===== src/rtl/spi_display_sequencer.sv =====
// spi_display_sequencer
//   Instruction-driven controller for the SPI display link. Fetches 18-bit
//   instructions from an external synchronous program ROM and executes them:
//     00 CMD   : shift payload[WORD_BITS-1:0] out MSB first with dc=1
//     01 DATA  : same, with dc=0
//     10 DELAY : wait payload sclkEdge ticks with cs released
//     11 HALT  : release cs, pulse done, return to idle
//
// Ports
//   clk      : system clock
//   reset    : synchronous, active-high reset
//   start    : one-cycle pulse, starts execution from address 0 when idle
//   sclkEdge : one-cycle pulse per SCLK launch edge from the divider
//   instr    : instruction at the current PC (valid one clk after pcEn/pcRst)
//   pcEn     : one-cycle pulse, PC increments
//   pcRst    : one-cycle pulse, PC clears to 0
//   cs       : display chip select, active low
//   dc       : 1 = command, 0 = data
//   mosi     : serial data, MSB first
//   busy     : high whenever the sequencer is not idle
//   done     : one-cycle pulse when HALT executes
//
// All outputs are registered, so every output change appears the cycle after
// the state that decides it (pcRst/pcEn are high during WAIT, and the ROM
// word for the new PC is therefore present in DECODE).
module spi_display_sequencer #(
  parameter int WORD_BITS = 8
) (
  input  logic        clk,
  input  logic        reset,
  input  logic        start,
  input  logic        sclkEdge,
  input  logic [17:0] instr,
  output logic        pcEn,
  output logic        pcRst,
  output logic        cs,
  output logic        dc,
  output logic        mosi,
  output logic        busy,
  output logic        done
);

  typedef enum logic [2:0] {
    S_IDLE,
    S_WAIT,
    S_DECODE,
    S_SHIFT,
    S_DELAY,
    S_NEXT
  } state_t;

  localparam logic [1:0] OP_CMD   = 2'b00;
  localparam logic [1:0] OP_DATA  = 2'b01;
  localparam logic [1:0] OP_DELAY = 2'b10;
  localparam logic [1:0] OP_HALT  = 2'b11;

  // Index of the final bit of a word; bitCnt is 4 bits wide for WORD_BITS <= 16.
  localparam logic [3:0] LAST_BIT = 4'(WORD_BITS - 1);

  state_t               state;
  logic [WORD_BITS-1:0] shreg;
  logic [WORD_BITS-1:0] shifted;
  logic [3:0]           bitCnt;
  logic [15:0]          delayCnt;
  logic [1:0]           opcode;
  logic [15:0]          payload;

  assign opcode  = instr[17:16];
  assign payload = instr[15:0];
  assign shifted = shreg << 1;

  always_ff @(posedge clk) begin
    if (reset) begin
      state    <= S_IDLE;
      cs       <= 1'b1;
      dc       <= 1'b1;
      mosi     <= 1'b0;
      pcEn     <= 1'b0;
      pcRst    <= 1'b0;
      busy     <= 1'b0;
      done     <= 1'b0;
      bitCnt   <= '0;
      delayCnt <= '0;
      shreg    <= '0;
    end else begin
      // Strobes default low so each is a single-cycle pulse.
      pcEn  <= 1'b0;
      pcRst <= 1'b0;
      done  <= 1'b0;

      case (state)
        S_IDLE: begin
          cs   <= 1'b1;
          busy <= 1'b0;
          if (start) begin
            pcRst <= 1'b1;
            busy  <= 1'b1;
            state <= S_WAIT;
          end
        end

        // One cycle for the ROM to present the word at the new PC.
        S_WAIT: state <= S_DECODE;

        S_DECODE: begin
          case (opcode)
            OP_CMD, OP_DATA: begin
              shreg  <= payload[WORD_BITS-1:0];
              dc     <= (opcode == OP_CMD);
              cs     <= 1'b0;
              mosi   <= payload[WORD_BITS-1];
              bitCnt <= '0;
              state  <= S_SHIFT;
            end
            OP_DELAY: begin
              cs       <= 1'b1;
              delayCnt <= payload;
              state    <= (payload == 16'd0) ? S_NEXT : S_DELAY;
            end
            default: begin  // OP_HALT
              cs    <= 1'b1;
              done  <= 1'b1;
              busy  <= 1'b0;
              state <= S_IDLE;
            end
          endcase
        end

        // The MSB went out in DECODE; each tick launches the next bit, and the
        // tick after the last bit closes the word.
        S_SHIFT: begin
          if (sclkEdge) begin
            if (bitCnt == LAST_BIT) begin
              state <= S_NEXT;
            end else begin
              shreg  <= shifted;
              mosi   <= shifted[WORD_BITS-1];
              bitCnt <= bitCnt + 4'd1;
            end
          end
        end

        S_DELAY: begin
          if (sclkEdge) begin
            delayCnt <= delayCnt - 16'd1;
            if (delayCnt == 16'd1) state <= S_NEXT;
          end
        end

        S_NEXT: begin
          pcEn  <= 1'b1;
          state <= S_WAIT;
        end

        default: state <= S_IDLE;
      endcase
    end
  end

endmodule


===== config.mk =====
export PLATFORM = sky130hd
export DESIGN_NAME = spi_display_sequencer
export DESIGN_NICKNAME = d
export VERILOG_FILES = /design/src/rtl/spi_display_sequencer.sv
export SDC_FILE = /design/constraint.sdc
export NUM_CORES = 1
export LEC_CHECK = 0
export ABC_AREA = 1
export CORE_UTILIZATION = 55
export CTS_CLUSTER_SIZE = 8
export DETAILED_ROUTE_END_ITERATION = 16
export PLACE_DENSITY = 0.85
export SYNTH_ARGS = -nofsm -noshare
export SYNTH_HDL_FRONTEND = slang
export SYNTH_SLANG_ARGS = --single-unit

===== constraint.sdc =====
create_clock -name clk -period 1.8 [get_ports clk]
set_input_delay 0.36 -clock clk [delete_from_list [all_inputs] [get_ports clk]]
set_output_delay 0.36 -clock clk [all_outputs]
set_load 0.02 [all_outputs]

[Word-level counts from Yosys, hierarchy flattened]
Index checks and enable logic that the tools add are counted.
Cells by class
  add/sub/neg operators: 2
  equal/unequal tests: 18
  mux-type cells: 30
  bitwise gates (word level): 2
  reduce and logical (&&, ||, !) cells: 15
Operators with widths (number)
  $mux W16: 2
  $pmux W16 S2: 1
  $mux W7: 3
  $ne A2 B2 Y1 const B: 9
  $pmux W3 S6: 1
  $eq A16 B1 Y1 const B: 1
  $logic_not A16 Y1: 1
  $sub A16 B1 Y16 const B: 1
  $mux W3: 5
  $pmux W7 S2: 1
  $mux W4: 3
  $mux W1: 9
  $pmux W4 S2: 1
  $eq A3 B2 Y1 const B: 2
  $eq A3 B3 Y1 const B: 2
  $pmux W1 S2: 3
  $pmux W3 S2: 1
  $reduce_bool A2 Y1: 3
  $reduce_or A2 Y1: 3
  $reduce_and A5 Y1: 1
  $add A4 B1 Y4 const B: 1
  $eq A4 B3 Y1 const B: 1
  $reduce_and A2 Y1: 2
  $reduce_and A4 Y1: 1
  other kinds (8): 9
Storage, ports and cells
  bits in registers: 37
  output and inout port bits: 7
  word-level logic and storage cells: 78

[Longest topological paths before layout]
  word-level depth: 4
  gate-level depth with buffers: 10
  depth with buffers taken out: 10

[Worst setup path after synthesis]
Ideal clock, no wire load.
  path type: register to register
  from: register delayCnt[0]
  to: register delayCnt[10]
  library setup time: 70 ps
  arrival: 1238 ps
  setup slack: 492 ps
  stages on the path, launching flop included: 11
  clock period less this slack: 1308 ps
  path through: dfxtp_1 inv_1 ha_1 inv_1 nor2_1 nand2_1 nor2_1 nand3b_1 nand2_1 nand2_1 a21oi_1
On the way
  cells in the longest elaborated chain, start to end: 3
RTL lines
  start: declaration: line 64  | logic [15:0] delayCnt;
  start signal: assignment: line 117  | delayCnt <= payload;
  start signal: assignment: line 145  | delayCnt <= delayCnt - 16'd1;
  $sub A16 B1 Y16: line 145
  $mux W16: line 144  | if (sclkEdge) begin
  $pmux W16 S2: line 91  | case (state)
Every way passes these cells. The select of a mux whose other input is x is not followed.
A chain may end at the register's enable or synchronous reset.

[Final worst setup path]
  from: register state[2]
  to: register delayCnt[5]
On the way
  cells in the longest elaborated chain, start to end: 3
  elaborated cells between the ends (all ways): 7
RTL lines
  start: declaration: line 60  | state_t state;
  start signal: assignment: line 118  | state <= (payload == 16'd0) ? S_NEXT : S_DELAY;
  $eq A3 B2 Y1 / $eq A3 B3 Y1 (equally long branches): line 91
  $ne A2 B2 Y1 (no source line) / $reduce_bool A2 Y1 (equally long branches)
  $reduce_and A3 Y1 (no source line)
Parallel ways exist; a longest one is shown, timed or not.

==> impl_metrics.json <==
{
  "outcome": "finished, final reports clean",
  "worstSkewPairLatency_ps": 300,
  "fp.coreArea_um2": 3770,
  "fin_area_um2": 2700,
  "layout_common_cells": "nand2_1 (98), nor2_1 (68), dfxtp_1 (37)",
  "syn-num-nets": 393,
  "areaGrowthSynthToFinish_pct": 20.7,
  "syn_area_per_cell_um2": 6.09,
  "final_common_cell": "nand2_1",
  "cp_num_cells": 8,
  "die_w_um": 65.8,
  "drc": 0,
  "critPathLaunchType": "register",
  "dr.pass1.iters": 5,
  "grt_overflow": 0,
  "reg2reg_depth": 8,
  "r2r_end": "delayCnt[5]",
  "maxCapViolations": 0,
  "crit_type": "register to register",
  "synth_edf_count": 0,
  "dieArea_um2": 4330,
  "ys_seq_elements": 37,
  "totalWireLength_um": 5830,
  "min_path_type": "register to register",
  "synth_area_um2": 2240,
  "drive_gt1_share_pct": 8.96,
  "rsz0062_at_grt": "no",
  "fin_hold_ws_ps": 468,
  "postPlaceCellArea_um2": 2600,
  "finalSetupViolCount": 0,
  "postCtsHoldBufs": 0,
  "cts_sinks": 37,
  "final_util_pct": 71.7,
  "wl_per_cell_um": 12.9,
  "critical_path_required_ps": 1990,
  "yosysUniqueCellTypes": 23,
  "die_y_um": 65.8,
  "critPathMostFrequentCell": "nand2_1",
  "synth-main-ff-cell": "dfxtp_1",
  "crit_family": "simple AND/OR/NAND/NOR gates",
  "final.fill_count": 333,
  "r2r_setup_slack_ps": 170,
  "postCtsSetupBuffers": 0,
  "async_flop_share_pct": 0,
  "grt_start_max_net_pins": 19,
  "setup_tns_ps": 0,
  "drt-initial-drc-count": 207,
  "worstPathArrival_ps": 1820,
  "ir_drop_uv": 727,
  "syn-instance-count": 368,
  "fin_nets": 427,
  "hp-start": "shreg[0]",
  "p_leak_nw": 1.21,
  "io_pins": 29,
  "clk_path_buf_depth": 2,
  "cp_num_buf_inv": 1,
  "gp_congestion": 0.958,
  "cp_max_fo": 14,
  "multi_input_area_um2": 1270,
  "start_util_pct": 59.4,
  "tightest_slew_ps": 340,
  "whs_path_depth": 2,
  "finalHoldViolations": 0,
  "period_needed_ps": 1630,
  "ant_nets": 0,
  "cts_root_buf": "clkbuf_8",
  "rows": 22,
  "fmax_mhz": 614,
  "r2r-start": "state[2]",
  "path_cells": "nand3_2 > buf_4 > nor2_1 > nand2_1 > o21ai_0 > nand2_1 > nand2_1 > nor2_1",
  "gr-usage-all-layers_pct": 29.3,
  "seq_area_um2": 741,
  "synth_seq_area_share_pct": 33.1,
  "num_vias": 2469,
  "antenna_cells": 0,
  "end_kind": "register",
  "portBuffers": 28,
  "power.density_nw_per_um2": 1270,
  "cts_tree": "done",
  "critPathMaxStageDelay_ps": 440,
  "post-dp-hpwl_um": 4210,
  "relSlewSlack_pct": 77.3,
  "cts_buffers": 5,
  "grt_pass1_wl_um": 9690,
  "path_clk_slew_ps": 80,
  "hold_end": "shreg[0]",
  "viasPerCell": 5.49,
  "clock_skew_ps": 8.27,
  "cts-htree-levels": 2,
  "grt_pass1_vias": 2223,
  "antenna_found_initial": 0,
  "slowest_stage": "dfxtp_1",
  "min_period_over_period_pct": 90.6,
  "yosysWarnings": 0,
  "finalMaxSlewViolations": 0
}
## power breakdown
part | switching [mW] | internal [mW] | total [mW]
combinational | 1.07 | 0.625 | 1.69
sequential | 0.140 | 0.990 | 1.13
clock | 0.311 | 0.303 | 0.614
total | 1.52 | 1.92 | 3.44
## sequential cells by signal, indices dropped and copies added (netlist names)
name / count
bitCnt: 4
done: 1
delayCnt: 16
state: 3
pcRst: 1
pcEn: 1
cs: 1
mosi: 1
dc: 1
busy: 1
shreg: 7
## worst max-delay path by stage
stage	startpoint	to	slack (ps)
finish	state[2]	delayCnt[5]	170
global route	delayCnt[0]	delayCnt[10]	30
global placement	instr[17]	shreg[2]	100
floorplan	delayCnt[0]	delayCnt[10]	490
CTS	state[1]	bitCnt[1]	130
detailed placement	instr[17]	bitCnt[1]	50
## worst min-delay path: stages, from the launching register on
cell	delay, ps
dfxtp_1	310
nand2_1	60
a21oi_1	50
## final cells by class
type | count | share of cell area, %
multi-input combinational | 278 | 47.1
sequential | 37 | 27.4
timing repair buffer | 38 | 14.1
inverter | 42 | 5.92
clock buffer | 6 | 3.05
tap | 48 | 2.22
clock inverter | 1 | 0.278
## synthesized netlist by cell type, types with 4 or more instances
master,n,area share [%]
nor2_1,69,12
nor2_2,4,1.1
nor3_1,8,1.8
inv_2,6,1.0
o21ai_0,35,7.8
nand2_1,98,16
nand3_1,18,4.0
a21oi_1,28,6.3
nand4_1,5,1.4
inv_1,36,6.0
buf_6,4,2.0
dfxtp_1,37,33
## through the flow
step / std cells / total power, mW / setup slack [ps]
after floorplan: 368 / 2.35 / 492
after global placement: 443 / 2.73 / 103
after detailed placement: 443 / 2.78 / 53.1
after CTS: 450 / 3.39 / 134
after global routing: 450 / 3.68 / 28.6
final: 450 / 3.44 / 170
## layer usage
| metal | wire length [um] | up-vias | track usage [%] | share of wire [%] |
|---|---|---|---|---|
| li1 | - | 1240 | - | - |
| met4 | 145 | 0 | 14.9 | 2.5 |
| met1 | 2780 | 1123 | 39.9 | 48 |
| met2 | 2580 | 87 | 43.9 | 44 |
| met5 | 0 | - | 0 | 0 |
| met3 | 317 | 19 | 5.34 | 5.4 |
## kinds of logic after synthesis
family                   synth area share, %
AND/OR/NAND/NOR                         38.7
buffers and inverters                   10.6
flip-flops                              33.1
AO/OA/AOI/OAI                           16.0
adder cells (fa/ha/maj)                 1.68
## what timing repair did
| item | in CTS | in global routing |
|---|---|---|
| setup endpoints to repair | 0 | 10 |
| endpoints found under the hold margin | 0 | 0 |
| resized for setup | 0 | 4 |
Power figures use the tool's default switching activity.
